<file path="src/rtl/dmem_arbiter.sv">
`default_nettype none
// ----------------------------------------------------------------------------
// dmem_arbiter: two-port arbiter in front of a single-ported data memory.
// Revision: 1.0
// ----------------------------------------------------------------------------
module dmem_arbiter #(
  parameter int DEPTH_WORDS = 64,
  parameter int MAX_LOCK    = 4
) (
  input  logic        clk,
  input  logic        reset,
  input  logic        req0,
  input  logic        we0,
  input  logic        lock0,
  input  logic [31:0] a0,
  input  logic [31:0] wd0,
  output logic        ack0,
  output logic        err0,
  output logic [31:0] rd0,
  input  logic        req1,
  input  logic        we1,
  input  logic        lock1,
  input  logic [31:0] a1,
  input  logic [31:0] wd1,
  output logic        ack1,
  output logic        err1,
  output logic [31:0] rd1,
  output logic        mem_we,
  output logic [31:0] mem_a,
  output logic [31:0] mem_wd,
  input  logic [31:0] mem_rd
);

  localparam int CNT_W = $clog2(MAX_LOCK + 1);
  localparam logic [CNT_W-1:0] C_MAX_LOCK = CNT_W'(MAX_LOCK);

  typedef enum logic [1:0] {
    IDLE   = 2'd0,
    ACCESS = 2'd1,
    RESP   = 2'd2
  } state_t;

  state_t           state_q, state_d;
  logic             last_q, last_d;
  logic [CNT_W-1:0] lock_cnt_q, lock_cnt_d;
  logic             gnt_q, gnt_d;
  logic             we_q, we_d;
  logic             err_q, err_d;
  logic [31:0]      a_q, a_d;
  logic [31:0]      wd_q, wd_d;
  logic [31:0]      rd0_q, rd0_d;
  logic [31:0]      rd1_q, rd1_d;

  logic             gnt_port;
  logic             keep_last;
  logic [31:0]      sel_a;
  logic [31:0]      rd_load;

  always_comb begin
    state_d    = state_q;
    last_d     = last_q;
    lock_cnt_d = lock_cnt_q;
    gnt_d      = gnt_q;
    we_d       = we_q;
    err_d      = err_q;
    a_d        = a_q;
    wd_d       = wd_q;
    rd0_d      = rd0_q;
    rd1_d      = rd1_q;
    gnt_port   = 1'b0;
    keep_last  = 1'b0;
    sel_a      = 32'h0;
    rd_load    = 32'h0;

    case (state_q)
      IDLE: begin
        if (req0 || req1) begin
          // The previous winner keeps the grant only while it asks for lock and has budget left.
          keep_last = (last_q ? lock1 : lock0) && (lock_cnt_q < C_MAX_LOCK);
          if (req0 && req1) begin
            gnt_port = keep_last ? last_q : ~last_q;
          end else begin
            gnt_port = req1;
          end
          state_d = ACCESS;
          gnt_d   = gnt_port;
          last_d  = gnt_port;
          if (gnt_port == last_q) begin
            lock_cnt_d = (lock_cnt_q < C_MAX_LOCK) ? lock_cnt_q + 1'b1 : lock_cnt_q;
          end else begin
            lock_cnt_d = CNT_W'(1);
          end
          sel_a = gnt_port ? a1 : a0;
          we_d  = gnt_port ? we1 : we0;
          wd_d  = gnt_port ? wd1 : wd0;
          a_d   = sel_a;
          err_d = (sel_a[1:0] != 2'b00) || ({2'b00, sel_a[31:2]} >= 32'(DEPTH_WORDS));
        end
      end
      ACCESS: begin
        state_d = RESP;
        rd_load = (!we_q && !err_q) ? mem_rd : 32'h0;
        if (gnt_q) begin
          rd1_d = rd_load;
        end else begin
          rd0_d = rd_load;
        end
      end
      RESP: begin
        state_d = IDLE;
      end
      default: begin
        state_d = IDLE;
      end
    endcase
  end

  always_ff @(posedge clk) begin
    if (reset) begin
      state_q    <= IDLE;
      last_q     <= 1'b1;
      lock_cnt_q <= '0;
      gnt_q      <= 1'b0;
      we_q       <= 1'b0;
      err_q      <= 1'b0;
      a_q        <= 32'h0;
      wd_q       <= 32'h0;
      rd0_q      <= 32'h0;
      rd1_q      <= 32'h0;
    end else begin
      state_q    <= state_d;
      last_q     <= last_d;
      lock_cnt_q <= lock_cnt_d;
      gnt_q      <= gnt_d;
      we_q       <= we_d;
      err_q      <= err_d;
      a_q        <= a_d;
      wd_q       <= wd_d;
      rd0_q      <= rd0_d;
      rd1_q      <= rd1_d;
    end
  end

  // Reset gates the write strobe combinationally so an aborted access never lands.
  assign mem_we = (state_q == ACCESS) && we_q && !err_q && !reset;
  assign mem_a  = (state_q == ACCESS) ? a_q  : 32'h0;
  assign mem_wd = (state_q == ACCESS) ? wd_q : 32'h0;

  assign ack0 = (state_q == RESP) && !gnt_q;
  assign ack1 = (state_q == RESP) &&  gnt_q;
  assign err0 = ack0 && err_q;
  assign err1 = ack1 && err_q;
  assign rd0  = rd0_q;
  assign rd1  = rd1_q;

endmodule
`default_nettype wire

</file>
<file path="config.mk">
export PLATFORM = sky130hd
export DESIGN_NAME = dmem_arbiter
export DESIGN_NICKNAME = d
export VERILOG_FILES = /design/src/rtl/dmem_arbiter.sv
export SDC_FILE = /design/constraint.sdc
export NUM_CORES = 1
export LEC_CHECK = 0
export CORE_ASPECT_RATIO = 0.7
export CORE_MARGIN = 10
export CORE_UTILIZATION = 45
export CTS_BUF_LIST = sky130_fd_sc_hd__clkbuf_8
export CTS_CLUSTER_DIAMETER = 30
export CTS_CLUSTER_SIZE = 16
export DETAILED_ROUTE_END_ITERATION = 8
export PLACE_DENSITY = 0.92
export SYNTH_ARGS = -nofsm -noshare
export SYNTH_HDL_FRONTEND = slang
export SYNTH_SLANG_ARGS = --single-unit
</file>
<file path="constraint.sdc">
create_clock -name clk -period 2.6 [get_ports clk]
set_input_delay 0.26 -clock clk [delete_from_list [all_inputs] [get_ports clk]]
set_output_delay 0.26 -clock clk [all_outputs]
set_load 0.05 [all_outputs]
</file>
==> Yosys cells after proc, flatten, opt, wreduce, memory -nomap -nowiden <==
Index checks and enable logic that the tools add are counted.
{ "classes": {"n_addsub": 1, "magnitude_cmp": 2, "n_eq_ne": 5, "muxes": 15, "bitwise": 2, "reduce_logical": 22} }
{ "op_table": {"columns": ["operator", "count"], "rows": [
  ["2-to-1 mux 32 bit", 5],
  [">= comparator 30 x 7 -> 1 bit (second input constant)", 1],
  ["logical AND 1 bit", 10],
  ["2-to-1 mux 1 bit", 6],
  ["2-to-1 mux 3 bit", 2],
  ["AND reduction 2 bit", 3],
  ["logical NOT 1 bit", 4],
  ["case mux 2 bit (2 select lines)", 1],
  ["adder 3 x 1 -> 3 bit (second input constant)", 1],
  ["less-than comparator 3 bit (second input constant)", 1],
  ["AND reduction 3 bit", 1],
  ["equality test 2 x 1 -> 1 bit (second input constant)", 1],
  ["equality test 2 bit (second input constant)", 1],
  ["logical NOT 2 bit", 1],
  ["logical OR 1 bit", 2],
  ["2-to-1 mux 2 bit", 1],
  ["inequality test 2 x 1 -> 1 bit (second input constant)", 1],
  ["inequality test 2 bit (second input constant)", 1],
  ["NOT 1 bit", 2],
  ["nonzero test 2 bit", 1],
  ["equality test 1 bit", 1]
]} }
{ "totals": {"reg_bits": 137, "inputBits": 168, "wordCells": 57} }

==> Logic depth before layout (Yosys ltp) <==
{ "logic_depth": {"word_depth": 9, "mapped_depth": 7, "depth_no_buf": 4} }

==> Worst setup path before layout <==
No wires, ideal clock.
{ "synth_timing": {"path_kind": "register to output", "from": "register state_q[1]", "to": "output port mem_we", "arrival_ps": 2137, "path_slack_ps": 203, "path_stages_with_launch": 3, "cell_sequence": "dfxtp_1 > nand2b_1 > nor4b_1"} }
{ "synth_via": {"elab_chain_len": 4} }
{ "synth_lines": {"columns": ["item", "line", "text"], "rows": [
  ["from (decl)", "43", "state_t state_q, state_d;"],
  ["from (signal assigned)", "131", "state_q <= state_d;"],
  ["equality test 2 x 1 -> 1 bit", "145", "assign mem_we = (state_q == ACCESS) && we_q && !err_q && !reset;"],
  ["logical AND 1 bit (3 in a row)", "145", null],
  ["to (decl)", "28", "output logic mem_we,"]
]} }
Every way passes these cells.

==> Worst setup path in the final report <==
{ "layout_timing": {"from": "register state_q[0]", "to": "output port mem_a[27]"} }
{ "layout_via": {"elab_chain_len": 2} }
{ "layout_lines": {"columns": ["item", "line", "text"], "rows": [
  ["equality test 2 x 1 -> 1 bit", "146", "assign mem_a = (state_q == ACCESS) ? a_q : 32'h0;"],
  ["2-to-1 mux 32 bit", "146", null],
  ["to (decl)", "29", "output logic [31:0] mem_a,"]
]} }
Every way passes these cells.

==> flow_summary.ini <==
[synth]
ys_warn_count = 0
postSynth.asyncResetShare_pct = 0
cell_type_with_the_highest_aggregate_area_in_the_netlist = sky130_fd_sc_hd__dfxtp_1
synth_seq_area_share_pct = 44.61
yosys-top-cells-area = sky130_fd_sc_hd__dfxtp_1, sky130_fd_sc_hd__mux2i_1, sky130_fd_sc_hd__a211oi_1, sky130_fd_sc_hd__and2_1, sky130_fd_sc_hd__a21oi_1
post_synth_most_frequent_cells = sky130_fd_sc_hd__dfxtp_1, sky130_fd_sc_hd__nor2_1, sky130_fd_sc_hd__nand2_1, sky130_fd_sc_hd__a21oi_1, sky130_fd_sc_hd__nand3_1
post-synth-top-area-fraction_pct = 44.61
ys_types = 36
dominantRegCellSynth = sky130_fd_sc_hd__dfxtp_1
postSynthCellCount = 725
number_of_nets_in_the_synthesized_netlist = 894
netlist_area_mm2 = 0.006148
syn_avg_cell_area_um2 = 8.481
postSynthRegisterBits = 137
synth_most_common_cell = sky130_fd_sc_hd__dfxtp_1
synth_edf_count = 0

[routing]
ant_nets = 0
drt_wl_total_mm = 22.76
first_pass_iters = 5
detailroute.via_count = 6324
post-route-drc-count = 0
post_drt_wl_per_cell_um = 19.05
avgViaCountPerCell = 5.292
drtIter0Drc = 476

[floorplan]
initial_utilization_pct = 46.34
fp.dieArea_mm2 = 0.01881
core_area_mm2 = 0.01327
placement_rows = 35
die_w_um = 159.7
die_h_um = 117.8
io_pins = 301

[setup_path]
cp_data_required_time_ps = 2340
cp_max_stage_cell = sky130_fd_sc_hd__clkdlybuf4s50_1
cp_top_family = buffers and inverters
cpPeakStageDelay_ps = 800
start_kind = flip-flop
cp.arrival_ps = 2230
path_class = reg -> out
endpoint_kind = primary output
cp.buffers_inverters = 1
timing.critical_path.cells = nor2b_4 -> and2_1 -> clkdlybuf4s50_1
critPathMaxFanout = 16

[clocking]
ctsHoldBuffers = 0
clk-insertion-delay-late_ps = 430
tritoncts = built
cts_setup_buffers = 0
clkSlewWorstSetupHoldPaths_ps = 80
clock_tree.root_cell = sky130_fd_sc_hd__clkbuf_8
cts_buffer_depth = 2
clock_tree.htree_level_count = 4
cts.sink_count = 137
cts_buffers = 17

[final_layout]
final_util_pct = 72.53
syn2layout_area_growth_pct = 56.53
drive_gt1_share_pct = 10.59
antenna_cells_inserted = 0
design.final.nets = 1166

[timing]
timing.final.hold_violations = 0
worst_slew_margin_rel_pct = 57.41
setup_viol_count_final = 0
timing.final.max_slew_violations = 0
min_tclk_post_route_ps = 2487
grt_setup_unrepaired = no
fin_setup_tns_ps = 0
fmax_ghz = 0.4021
fin_worst_skew_ps = 17.08
final.period_utilization_pct = 95.65
worst_slew_pin_slew_ps = 637.3

[global_routing]
grt_pass1_wl_mm = 34.78
grt_antenna_before_repair = 1
globalRouteTotalUtil_pct = 22.87
grt-ovfl-total = 0
via_count_of_the_first_global_routing_pass = 6138
grt_start_max_net_pins = 62

[placed_design]
place.gp.congestion = 0.9060
dpl.hpwl_mm = 17.18
port_buffers = 300

[pwr]
p_leak_nw = 3.988
powerDensity_mw_per_mm2 = 583.3
ir_worst_vdd_v = 0.0004331

[run_status]
run_status = completed

[min_path]
worstHoldPathType = in -> reg

[job]
cap_viol_max_count = 0
[worst paths after layout]
check,start,end,slack (ps),cells past startpoint
min reg2reg,rd0[14],rd0[14],460,2
max,state_q[0],mem_a[27],110,3
min,reset,wd_q[9],390,2
max reg2reg,last_q,err_q,790,5
[kinds of logic (layout without fill, tap and decap cells)]
| group | Yosys count | after routing | share of synthesized area (%) |
|---|---|---|---|
| buf+inv | 65 | 350 | 4.742 |
| simple gates | 313 | 313 | 24.79 |
| compound gates | 144 | 144 | 15.08 |
| fa+ha+maj | 1 | 1 | 0.2035 |
| flops | 137 | 137 | 44.61 |
| mux | 65 | 65 | 10.58 |
[metal layers]
metal / wire (um) / up-vias / track usage [%]
met5: 13 / - / 0
met1: 9474 / 2927 / 27.07
met2: 11040 / 265 / 38.32
met4: 359 / 2 / 6.236
li1: - / 3103 / -
met3: 1868 / 27 / 8.071
[flip-flops by register name, summed over array words and instances, names as in the netlist]
| name | flops |
|---|---|
| a_q | 32 |
| rd0 | 32 |
| rd1 | 32 |
| wd_q | 32 |
| lock_cnt_q | 3 |
| state_q | 2 |
| err_q | 1 |
| gnt_q | 1 |
| last_q | 1 |
| we_q | 1 |
[where the power goes]
group	switching, mW	internal (mW)
Clock	0.870	0.953
Combinational	0.827	0.611
Sequential	0.0922	2.26
Total	1.79	3.82
[metrics by stage]
stage | setup WS [ps] | area, um2 | std cells | hold slack (ps) | total power [mW]
floorplan | 202.5 | 6148 | 725 | 407.5 | 3.220
global route | 1.841 | 9624 | 1195 | 390.9 | 5.857
CTS | 52.91 | 9594 | 1195 | 366.8 | 5.657
detailed placement | 431.3 | 9185 | 1163 | 446.1 | 3.835
finish | 113.2 | 9624 | 1195 | 391.0 | 5.614
global placement | 468.0 | 9185 | 1163 | 440.6 | 3.807
[layout make-up]
class / instances / area, um2
Clock buffer: 17 / 234.0
Clock inverter: 15 / 175.2
Fill cell: 1030 / 3645
Inverter: 2 / 7.507
Multi-Input combinational cell: 523 / 3151
Sequential cell: 137 / 2743
Tap cell: 185 / 231.5
Timing Repair Buffer: 316 / 3083
[layout by cell type, fill, tap and decap left out, types with 3 or more instances in the layout]
| cell type | Yosys | final |
|---|---|---|
| sky130_fd_sc_hd__and2_1 | 66 | 66 |
| sky130_fd_sc_hd__mux2i_1 | 65 | 65 |
| sky130_fd_sc_hd__dlymetal6s2s_1 | 0 | 12 |
| sky130_fd_sc_hd__dfxtp_1 | 137 | 137 |
| sky130_fd_sc_hd__bufinv_16 | 0 | 3 |
| sky130_fd_sc_hd__nand2_1 | 70 | 70 |
| sky130_fd_sc_hd__nor3_1 | 3 | 3 |
| sky130_fd_sc_hd__inv_1 | 2 | 4 |
| sky130_fd_sc_hd__clkbuf_8 | 0 | 17 |
| sky130_fd_sc_hd__buf_4 | 5 | 64 |
| sky130_fd_sc_hd__nor4_1 | 15 | 15 |
| sky130_fd_sc_hd__nor2_1 | 77 | 74 |
| sky130_fd_sc_hd__buf_12 | 0 | 5 |
| sky130_fd_sc_hd__a21oi_1 | 68 | 68 |
| sky130_fd_sc_hd__nand3b_1 | 3 | 3 |
| sky130_fd_sc_hd__a211oi_1 | 65 | 65 |
| sky130_fd_sc_hd__inv_6 | 0 | 4 |
| sky130_fd_sc_hd__clkdlybuf4s50_1 | 0 | 235 |
| sky130_fd_sc_hd__nand3_1 | 67 | 67 |
[timing repair]
item                                    CTS  global route
gates resized for setup                   0            12
endpoints found under the setup margin    0            12
hold endpoints to repair                  0             0
(Power assumes the default switching activity.)
